==> src/rtl/risc_ctrl_pkg.sv <==
// Shared opcode-class and stage encodings for the stage controller, its decoder and benches.
// Optional perf counter in stage_ctrl is enabled by STAGE_CTRL_PERF_EN.
package risc_ctrl_pkg;

    typedef enum logic [2:0] {
        OpAlu    = 3'd0,
        OpLoad   = 3'd1,
        OpStore  = 3'd2,
        OpBranch = 3'd3,
        OpJump   = 3'd4,
        OpCall   = 3'd5,
        OpRet    = 3'd6,
        OpStop   = 3'd7
    } op_e;

    typedef enum logic [2:0] {
        StFetch  = 3'd0,
        StDecode = 3'd1,
        StExec   = 3'd2,
        StMem    = 3'd3,
        StWb     = 3'd4,
        StHalt   = 3'd5,
        StFault  = 3'd6
    } stage_e;

    localparam int unsigned CountWidth = 32;

endpackage

==> src/rtl/instr_counter.sv <==
// Retired-instruction counter; increments on each inc_i pulse and wraps at full scale.
module instr_counter #(
    parameter int unsigned Width = 32
) (
    input  logic             clk_i,
    input  logic             rst_ni,
    input  logic             inc_i,
    output logic [Width-1:0] count_o
);

    logic [Width-1:0] count_d, count_q;

    always_comb begin
        count_d = count_q;
        if (inc_i) begin
            count_d = count_q + 1'b1;
        end
    end

    always_ff @(posedge clk_i or negedge rst_ni) begin
        if (!rst_ni) begin
            count_q <= '0;
        end else begin
            count_q <= count_d;
        end
    end

    assign count_o = count_q;

endmodule

==> src/rtl/stage_ctrl.sv <==
// Multi-cycle instruction stage controller with sticky halt/fault flags.
// Define STAGE_CTRL_PERF_EN to add the instrCount retired-instruction output.
module stage_ctrl
    import risc_ctrl_pkg::*;
(
    input  logic        sysClk,
    input  logic        sysRstN,
    input  logic [2:0]  opClass,
    input  logic        branchTaken,
    input  logic        memReady,
    input  logic        isStackEmpty,
    input  logic        isStackFull,
`ifdef STAGE_CTRL_PERF_EN
    output logic [31:0] instrCount,
`endif
    output logic        memRead,
    output logic        memWrite,
    output logic        irWrite,
    output logic        pcWrite,
    output logic        regWrite,
    output logic        stackPush,
    output logic        stackPop,
    output logic [2:0]  stage,
    output logic        stopSignal,
    output logic        stackFault
);

    stage_e state_d, state_q;
    op_e    op_d, op_q;
    logic   stop_d, stop_q;
    logic   fault_d, fault_q;

    always_ff @(posedge sysClk or negedge sysRstN) begin
        if (!sysRstN) begin
            state_q <= StFetch;
            op_q    <= OpAlu;
            stop_q  <= 1'b0;
            fault_q <= 1'b0;
        end else begin
            state_q <= state_d;
            op_q    <= op_d;
            stop_q  <= stop_d;
            fault_q <= fault_d;
        end
    end

    // Class is captured at the end of DECODE so later opClass changes cannot disturb EXEC/MEM.
    assign op_d = (state_q == StDecode) ? op_e'(opClass) : op_q;

    always_comb begin
        state_d = state_q;
        unique case (state_q)
            StFetch:  if (memReady) state_d = StDecode;
            StDecode: begin
                if (op_e'(opClass) == OpStop) begin
                    state_d = isStackEmpty ? StHalt : StFault;
                end else begin
                    state_d = StExec;
                end
            end
            StExec: begin
                unique case (op_q)
                    OpAlu:           state_d = StWb;
                    OpLoad, OpStore: state_d = StMem;
                    OpCall:          state_d = isStackFull  ? StFault : StFetch;
                    OpRet:           state_d = isStackEmpty ? StFault : StFetch;
                    default:         state_d = StFetch;
                endcase
            end
            StMem:    if (memReady) state_d = (op_q == OpLoad) ? StWb : StFetch;
            StWb:     state_d = StFetch;
            default:  state_d = state_q;
        endcase
    end

    assign stop_d  = stop_q  | (state_d == StHalt) | (state_d == StFault);
    assign fault_d = fault_q | (state_d == StFault);

    always_comb begin
        memRead   = 1'b0;
        memWrite  = 1'b0;
        irWrite   = 1'b0;
        pcWrite   = 1'b0;
        regWrite  = 1'b0;
        stackPush = 1'b0;
        stackPop  = 1'b0;
        unique case (state_q)
            StFetch: begin
                memRead = 1'b1;
                // Reset holds FETCH; keep the IR/PC load suppressed until it releases.
                irWrite = memReady & sysRstN;
                pcWrite = memReady & sysRstN;
            end
            StExec: begin
                unique case (op_q)
                    OpBranch: pcWrite = branchTaken;
                    OpJump:   pcWrite = 1'b1;
                    OpCall: begin
                        stackPush = ~isStackFull;
                        pcWrite   = ~isStackFull;
                    end
                    OpRet: begin
                        stackPop = ~isStackEmpty;
                        pcWrite  = ~isStackEmpty;
                    end
                    default: ;
                endcase
            end
            StMem: begin
                memRead  = (op_q == OpLoad);
                memWrite = (op_q == OpStore);
            end
            StWb:    regWrite = 1'b1;
            default: ;
        endcase
    end

    assign stage      = state_q;
    assign stopSignal = stop_q;
    assign stackFault = fault_q;

`ifdef STAGE_CTRL_PERF_EN
    logic retire;

    assign retire = (state_d == StFetch) &&
                    (state_q == StExec || state_q == StMem || state_q == StWb);

    instr_counter #(
        .Width (CountWidth)
    ) u_instr_counter (
        .clk_i   (sysClk),
        .rst_ni  (sysRstN),
        .inc_i   (retire),
        .count_o (instrCount)
    );
`endif

endmodule
==> config.mk <==
export PLATFORM = sky130hd
export DESIGN_NAME = stage_ctrl
export DESIGN_NICKNAME = d
export VERILOG_FILES = /design/src/rtl/risc_ctrl_pkg.sv /design/src/rtl/instr_counter.sv /design/src/rtl/stage_ctrl.sv
export SDC_FILE = /design/constraint.sdc
export NUM_CORES = 1
export LEC_CHECK = 0
export CAP_MARGIN = 20
export CORE_AREA = 2 2 40 42
export DETAILED_ROUTE_END_ITERATION = 10
export DIE_AREA = 0 0 42 44
export PLACE_DENSITY = 0.9
export SKIP_CTS_REPAIR_TIMING = 1
export SLEW_MARGIN = 20
export SYNTH_ARGS = -nofsm -noshare
export SYNTH_HDL_FRONTEND = slang
export SYNTH_SLANG_ARGS = --single-unit
==> constraint.sdc <==
create_clock -name sysClk -period 3.01 [get_ports sysClk]
set_input_delay 0.602 -clock sysClk [delete_from_list [all_inputs] [get_ports sysClk]]
set_output_delay 0.602 -clock sysClk [all_outputs]
set_load 0.05 [all_outputs]
==> qor.csv, run 1 <==
stage;metric;value;unit
sta;hold_violations;0;
clock_tree;clockBufferDepth;2;
critical_path;critPathArrivalTime;2.17;ns
yosys;synth_edf_count;0;
sta;fin_crit;2.77;ns
pwr;cellPowerDensity;236;nW/µm²
clock_tree;cts_inserted_buffers;3;
critical_path;worst_r2r_path_depth;6;
yosys;synth_cell_types;34;
layout;syn_to_final_growth;40.7;%
layout;fin_nets;101;
routing;wl_met2;659;µm
sta;clock.fmax;361;MHz
critical_path;path_delay_family;buffers and inverters;
pwr;power_leakage;0.000382;µW
critical_path;critical_path_class;register to primary output;
layout;antenna_cells;0;
sta;rsz0062_at_grt;false;
critical_path;critPathLaunch;op_q[2];
yosys;synth_area;621;µm²
sta;finalSetupViolCount;0;
critical_path;required;2.41;ns
critical_path;cp_max_fo;8;
routing;totalWireLength;1.45;mm
clock_tree;clk-insertion-delay-late;0.25;ns
routing;drtIter0Drc;6;
yosys;avgSynthCellArea;9.13;µm²
yosys;synth_top_cell_by_area;dfrtp_1;
place;routabilityCongestion;0.774;
global_route;grt_max_degree;13;
run_status;outcome;finished clean;
yosys;yosys-top-cells-area;dfrtp_1 (32%), mux2_2 (5.4%), nand2b_1 (5.0%);
layout;regArea;200;µm²
sta;layout_setup_ws;0.241;ns
layout;layout-drive-gt1-share;18.9;%
floorplanning;dieArea;1850;µm²
pwr;ir_worst_vdd;0.000175;V
routing;wl_met1;700;µm
routing;routed-via-count;578;
critical_path;r2r_start;stage[2];
sta;report.final.slew_viol_count;0;
floorplanning;core_region_area;1420;µm²
global_route;grt_overflow_total;0;
yosys;ys_seq_elements;8;
yosys;synth_cells;68;
critical_path;crit_chain;nand2b_1 -> or3b_1 -> nor2_1 -> clkdlybuf4s50_1;
place;port_buffers;20;
floorplanning;ios;21;
routing;top_layer_used;met4;
critical_path;cp-endpoint;memWrite;
yosys;synth_warnings;0;
global_route;antenna_found_initial;0;
yosys;ys_async_sr_fraction;100;%
min_path;min_from;stopSignal;
min_path;worstHoldPathType;register to register;
layout;n_fill_cell;128;
routing;antenna_left;0;
floorplanning;start_util;43.7;%
clock_tree;cts-root-buf;clkbuf_4;
sta;setup_tns;0;ns
global_route;grt_pass1_vias;526;
global_route;grt_pass1_wl;2.23;mm
place;hpwl;1.11;mm
floorplanning;rows;14;
routing;via_per_inst;5.45;
clock_tree;tritoncts;yes;
sta;finalClockSkew;0.00629;ns
critical_path;slowest_delay;0.80;ns
critical_path;regToRegSetupSlack;1.14;ns
routing;wl_met3;75;µm
critical_path;critical_path_depth;4;
pwr;power;206;µW
critical_path;worstReg2RegEnd;stopSignal;
routing;drt-pass1-iter-count;3;
critical_path;end_kind;primary output;
clock_tree;path_clk_slew;0.05;ns
yosys;synth_ff_type;dfrtp_1;
sta;period_share;92.0;%
sta;tightest_slew;0.513;ns
critical_path;cp_num_buf_inv;1;
yosys;yosysSeqAreaShare;32.3;%
sta;worst_slew_margin_rel;65.7;%
place;place_ws;0.353;ns
yosys;synthMostInstantiatedCell;dfrtp_1;
routing;drc;0;
yosys;synth_top_area_share;32.3;%
floorplanning;die_width;42;µm
critical_path;slowest_stage;clkdlybuf4s50_1;
critical_path;critPathLaunchType;register;
global_route;grt_usage;16.6;%
layout;multi_input_area;388;µm²
routing;routedWlPerCell;13.6;µm
job;drv_cap;0;
floorplanning;die_h;44;µm
yosys;synth_fp_nets;77;
clock_tree;clock-sinks;8;
yosys;synth_common_cells;dfrtp_1 (8), nor2_1 (6), nand2b_1 (5);
clock_tree;htree_levels;1;
-- metrics by stage --
stage | hold slack [ns] | instances | area (µm²) | util, %
after detailed placement | 0.465 | 103 | 848 | 59.8
after floorplan | 0.306 | 68 | 626 | -
after global routing | 0.483 | 106 | 873 | 61.6
after global placement | 0.443 | 103 | 848 | 59.8
final | 0.474 | 106 | 873 | 61.6
after CTS | 0.479 | 106 | 871 | 61.4
-- worst min path at each step --
stage / slack, ns / cells after the start / to
after floorplan: 0.31 / 0 / op_q[0]
after global routing: 0.48 / 1 / stackFault
after global placement: 0.44 / 1 / stopSignal
final: 0.47 / 1 / stopSignal
after detailed placement: 0.46 / 1 / stopSignal
after CTS: 0.48 / 1 / stackFault
-- registers in the layout, indices dropped and copies added (netlist names) --
register,flops
op_q,3
stackFault,1
stage,3
stopSignal,1
-- logic make-up after synthesis --
kind of cell	synth area share, %
AO/OA/AOI/OAI	19.8
AND/OR/NAND/NOR	32.1
flip-flops	32.3
buffers and inverters	6.05
XOR/XNOR	2.82
multiplexers	7.06
-- where the power goes --
group / switching (µW) / internal, µW / total [µW]
registers: 0 / 108 / 108
clock network: 34.2 / 45.5 / 79.7
logic: 7.50 / 11.1 / 18.6
-- layer usage --
layer | vias to the layer above | global-route usage [%]
li1 | 296 | -
met1 | 263 | 20.5
met3 | 2 | 1.67
met5 | - | 0
met2 | 17 | 26.6
met4 | 0 | 13.5
-- area by class of cell --
type,instances,area share (%)
multi-input cells,53,44.4
well taps,16,2.29
inverters,2,0.860
flip-flops and latches,8,22.9
clock buffers,3,2.58
repair buffers,24,26.9
-- cell usage in the layout (no fill, tap or decap), types with 2 or more instances in the layout --
cell type / Yosys / layout
or3b_1: 2 / 2
nand2_1: 3 / 3
mux2_2: 3 / 3
and3b_1: 3 / 3
buf_4: 1 / 7
a221oi_1: 2 / 2
nor2_1: 6 / 6
inv_1: 2 / 2
dfrtp_1: 8 / 8
xnor2_1: 2 / 2
o21ai_1: 3 / 3
clkbuf_4: 1 / 3
or3_1: 2 / 2
nand2b_1: 5 / 5
nor3_1: 3 / 2
a211o_1: 2 / 2
clkdlybuf4s50_1: 0 / 15
No activity file was read; power rests on OpenSTA's default activity.
==> run 2, diff against run 1 <==
CORE_AREA = 2 2 41 43   (was 2 2 40 42)
DIE_AREA = 0 0 43 45   (was 0 0 42 44)
PLACE_DENSITY = 0.87   (was 0.9)
clock period = 2.7 ns   (was 3.01 ns; I/O delays follow)
==> run 2 against run 1 <==
  * Setup slack better by 0.025 ns
  * Clock skew is 0.0053 ns lower
  * Sequential power is 11% higher
  * First-iteration DRC count is 67% higher
  * Flip-flop and latch count stayed put
  * Core utilization is 1.8 points lower
  * Clock power is 5.6% higher
  * Power is 9.3% higher
  * Register-to-register slack worse by 0.32 ns
  * Final cell count is 2.8% lower
  * Design area is 0.72% higher
  * Non-clock buffer count is 3 lower
  * Largest cell class unchanged
==> qor.csv, run 2 (same netlist as run 1, synthesis figures left out) <==
stage;metric;value;unit;change
sta;tightest_slew;0.506;ns;was 0.513 ns
clock_tree;clock-sinks;8;;unchanged
sta;period_share;90.2;%;
routing;via_per_inst;5.59;;was 5.45
layout;fin_area;880;µm²;was 873 µm²
pwr;power;225;µW;was 206 µW
global_route;antenna_found_initial;0;;unchanged
global_route;grt_pass1_vias;556;;was 526
routing;drtIter0Drc;10;;was 6
job;drv_cap;0;;unchanged
place;port_buffers;20;;unchanged
routing;totalWireLength;1.33;mm;was 1.45 mm
global_route;grt_usage;15.7;%;was 16.6%
sta;layout_setup_ws;0.265;ns;was 0.241 ns
floorplanning;die_h;45;µm;was 44 µm
clock_tree;cts-root-buf;clkbuf_4;;unchanged
routing;routedWlPerCell;12.9;µm;was 13.6 µm
sta;rsz0062_at_grt;false;;unchanged
global_route;grt_overflow_total;0;;unchanged
clock_tree;htree_levels;1;;unchanged
floorplanning;core_region_area;1470;µm²;was 1420 µm²
place;hpwl;1.08;mm;was 1.11 mm
global_route;grt_pass1_wl;2.28;mm;was 2.23 mm
critical_path;worst_r2r_path_depth;5;;was 6
sta;worst_slew_margin_rel;66.2;%;was 65.7%
place;place_ws;0.254;ns;was 0.353 ns
routing;routed-via-count;576;;was 578
clock_tree;path_clk_slew;0.05;ns;about the same
layout;fin_nets;98;;was 101
floorplanning;start_util;42.2;%;was 43.7%
clock_tree;clk-insertion-delay-late;0.24;ns;was 0.25 ns
sta;timing.hold.ws;0.460;ns;was 0.474 ns
pwr;cellPowerDensity;256;nW/µm²;was 236 nW/µm²
routing;antenna_left;0;;unchanged
layout;layout-drive-gt1-share;19.5;%;was 18.9%
clock_tree;tritoncts;yes;;unchanged
sta;finalSetupViolCount;0;;unchanged
sta;finalClockSkew;0.000961;ns;was 0.00629 ns
layout;mostFrequentLayoutCells;clkdlybuf4s50_1 (14), dfrtp_1 (8), nor2_1 (6);;was clkdlybuf4s50_1 (15), dfrtp_1 (8), buf_4 (7)
layout;antenna_cells;0;;unchanged
sta;fin_crit;2.43;ns;
sta;report.final.slew_viol_count;0;;unchanged
place;routabilityCongestion;0.790;;was 0.774
sta;setup_tns;0;ns;unchanged
critical_path;critical_path_class;input pin to primary output;;was register to primary output
critical_path;critPathArrivalTime;1.89;ns;was 2.17 ns
routing;drt-pass1-iter-count;3;;unchanged
global_route;grt_max_degree;14;;was 13
critical_path;critPathLaunchType;input pin;;was register
sta;clock.fmax;411;MHz;
place;dpl_cell_area;857;µm²;was 848 µm²
min_path;worstHoldPathType;register to register;;unchanged
sta;hold_violations;0;;unchanged
critical_path;cp_max_fo;5;;was 8
routing;drc;0;;unchanged
pwr;power_leakage;0.000367;µW;was 0.000382 µW
floorplanning;dieArea;1940;µm²;was 1850 µm²
layout;layout_commonest_cell;clkdlybuf4s50_1;;unchanged
floorplanning;rows;14;;unchanged
floorplanning;ios;21;;unchanged
clock_tree;cts_inserted_buffers;3;;unchanged
critical_path;end_kind;primary output;;unchanged
min_path;holdPathStages;1;;unchanged
run_status;outcome;finished clean;;unchanged
pwr;ir_worst_vdd;0.000203;V;was 0.000175 V
clock_tree;clockBufferDepth;2;;unchanged
critical_path;required;2.16;ns;was 2.41 ns
layout;syn_to_final_growth;41.7;%;was 40.7%
floorplanning;die_width;43;µm;was 42 µm
-- run 2: where the power goes --
group,switching [µW],total [µW],internal (µW)
sequential,0,120,120
clock,33.8,84.2,50.4
combinational,8.44,20.8,12.3
total,42.3,225,183
-- run 2: worst paths after layout --
kind	slack (ns)	start	endpoint
setup / recovery	0.27	isStackEmpty	pcWrite
hold / removal	0.46	stopSignal	stopSignal
setup reg to reg	0.82	stage[1]	stopSignal
hold reg to reg	0.46	stopSignal	stopSignal
max in group asynchronous	1.94	sysRstN	op_q[2]
min in group asynchronous	0.64	sysRstN	stage[0]
-- run 2: worst max-delay path, stage by stage --
cell,delay (ns)
clkdlybuf4s50_1,0.55
a21oi_1,0.09
a41oi_1,0.17
nor2_1,0.05
or3_1,0.30
buf_4,0.20
-- run 2: layer usage --
metal | vias to the layer above | track usage [%] | wire length [µm]
met2 | 15 | 25.5 | 625
met1 | 271 | 20.7 | 636
met4 | 0 | 7.27 | 19
met5 | - | 0 | 0
met3 | 2 | 2.80 | 50
li1 | 288 | - | -
-- run 2: layout make-up --
type	instances	area, µm²
Inverter	2	7.51
Clock buffer	3	22.5
Fill cell	137	592
Tap cell	16	20.0
Sequential cell	8	200
Timing Repair Buffer	21	230
Multi-Input combinational cell	53	399
-- run 2: metrics by stage --
| stage | cells | util, % |
|---|---|---|
| floorplan | 68 | - |
| finish | 103 | 59.8 |
| global route | 103 | 59.8 |
| detailed placement | 100 | 58.2 |
| CTS | 103 | 59.8 |
| global placement | 100 | 58.2 |
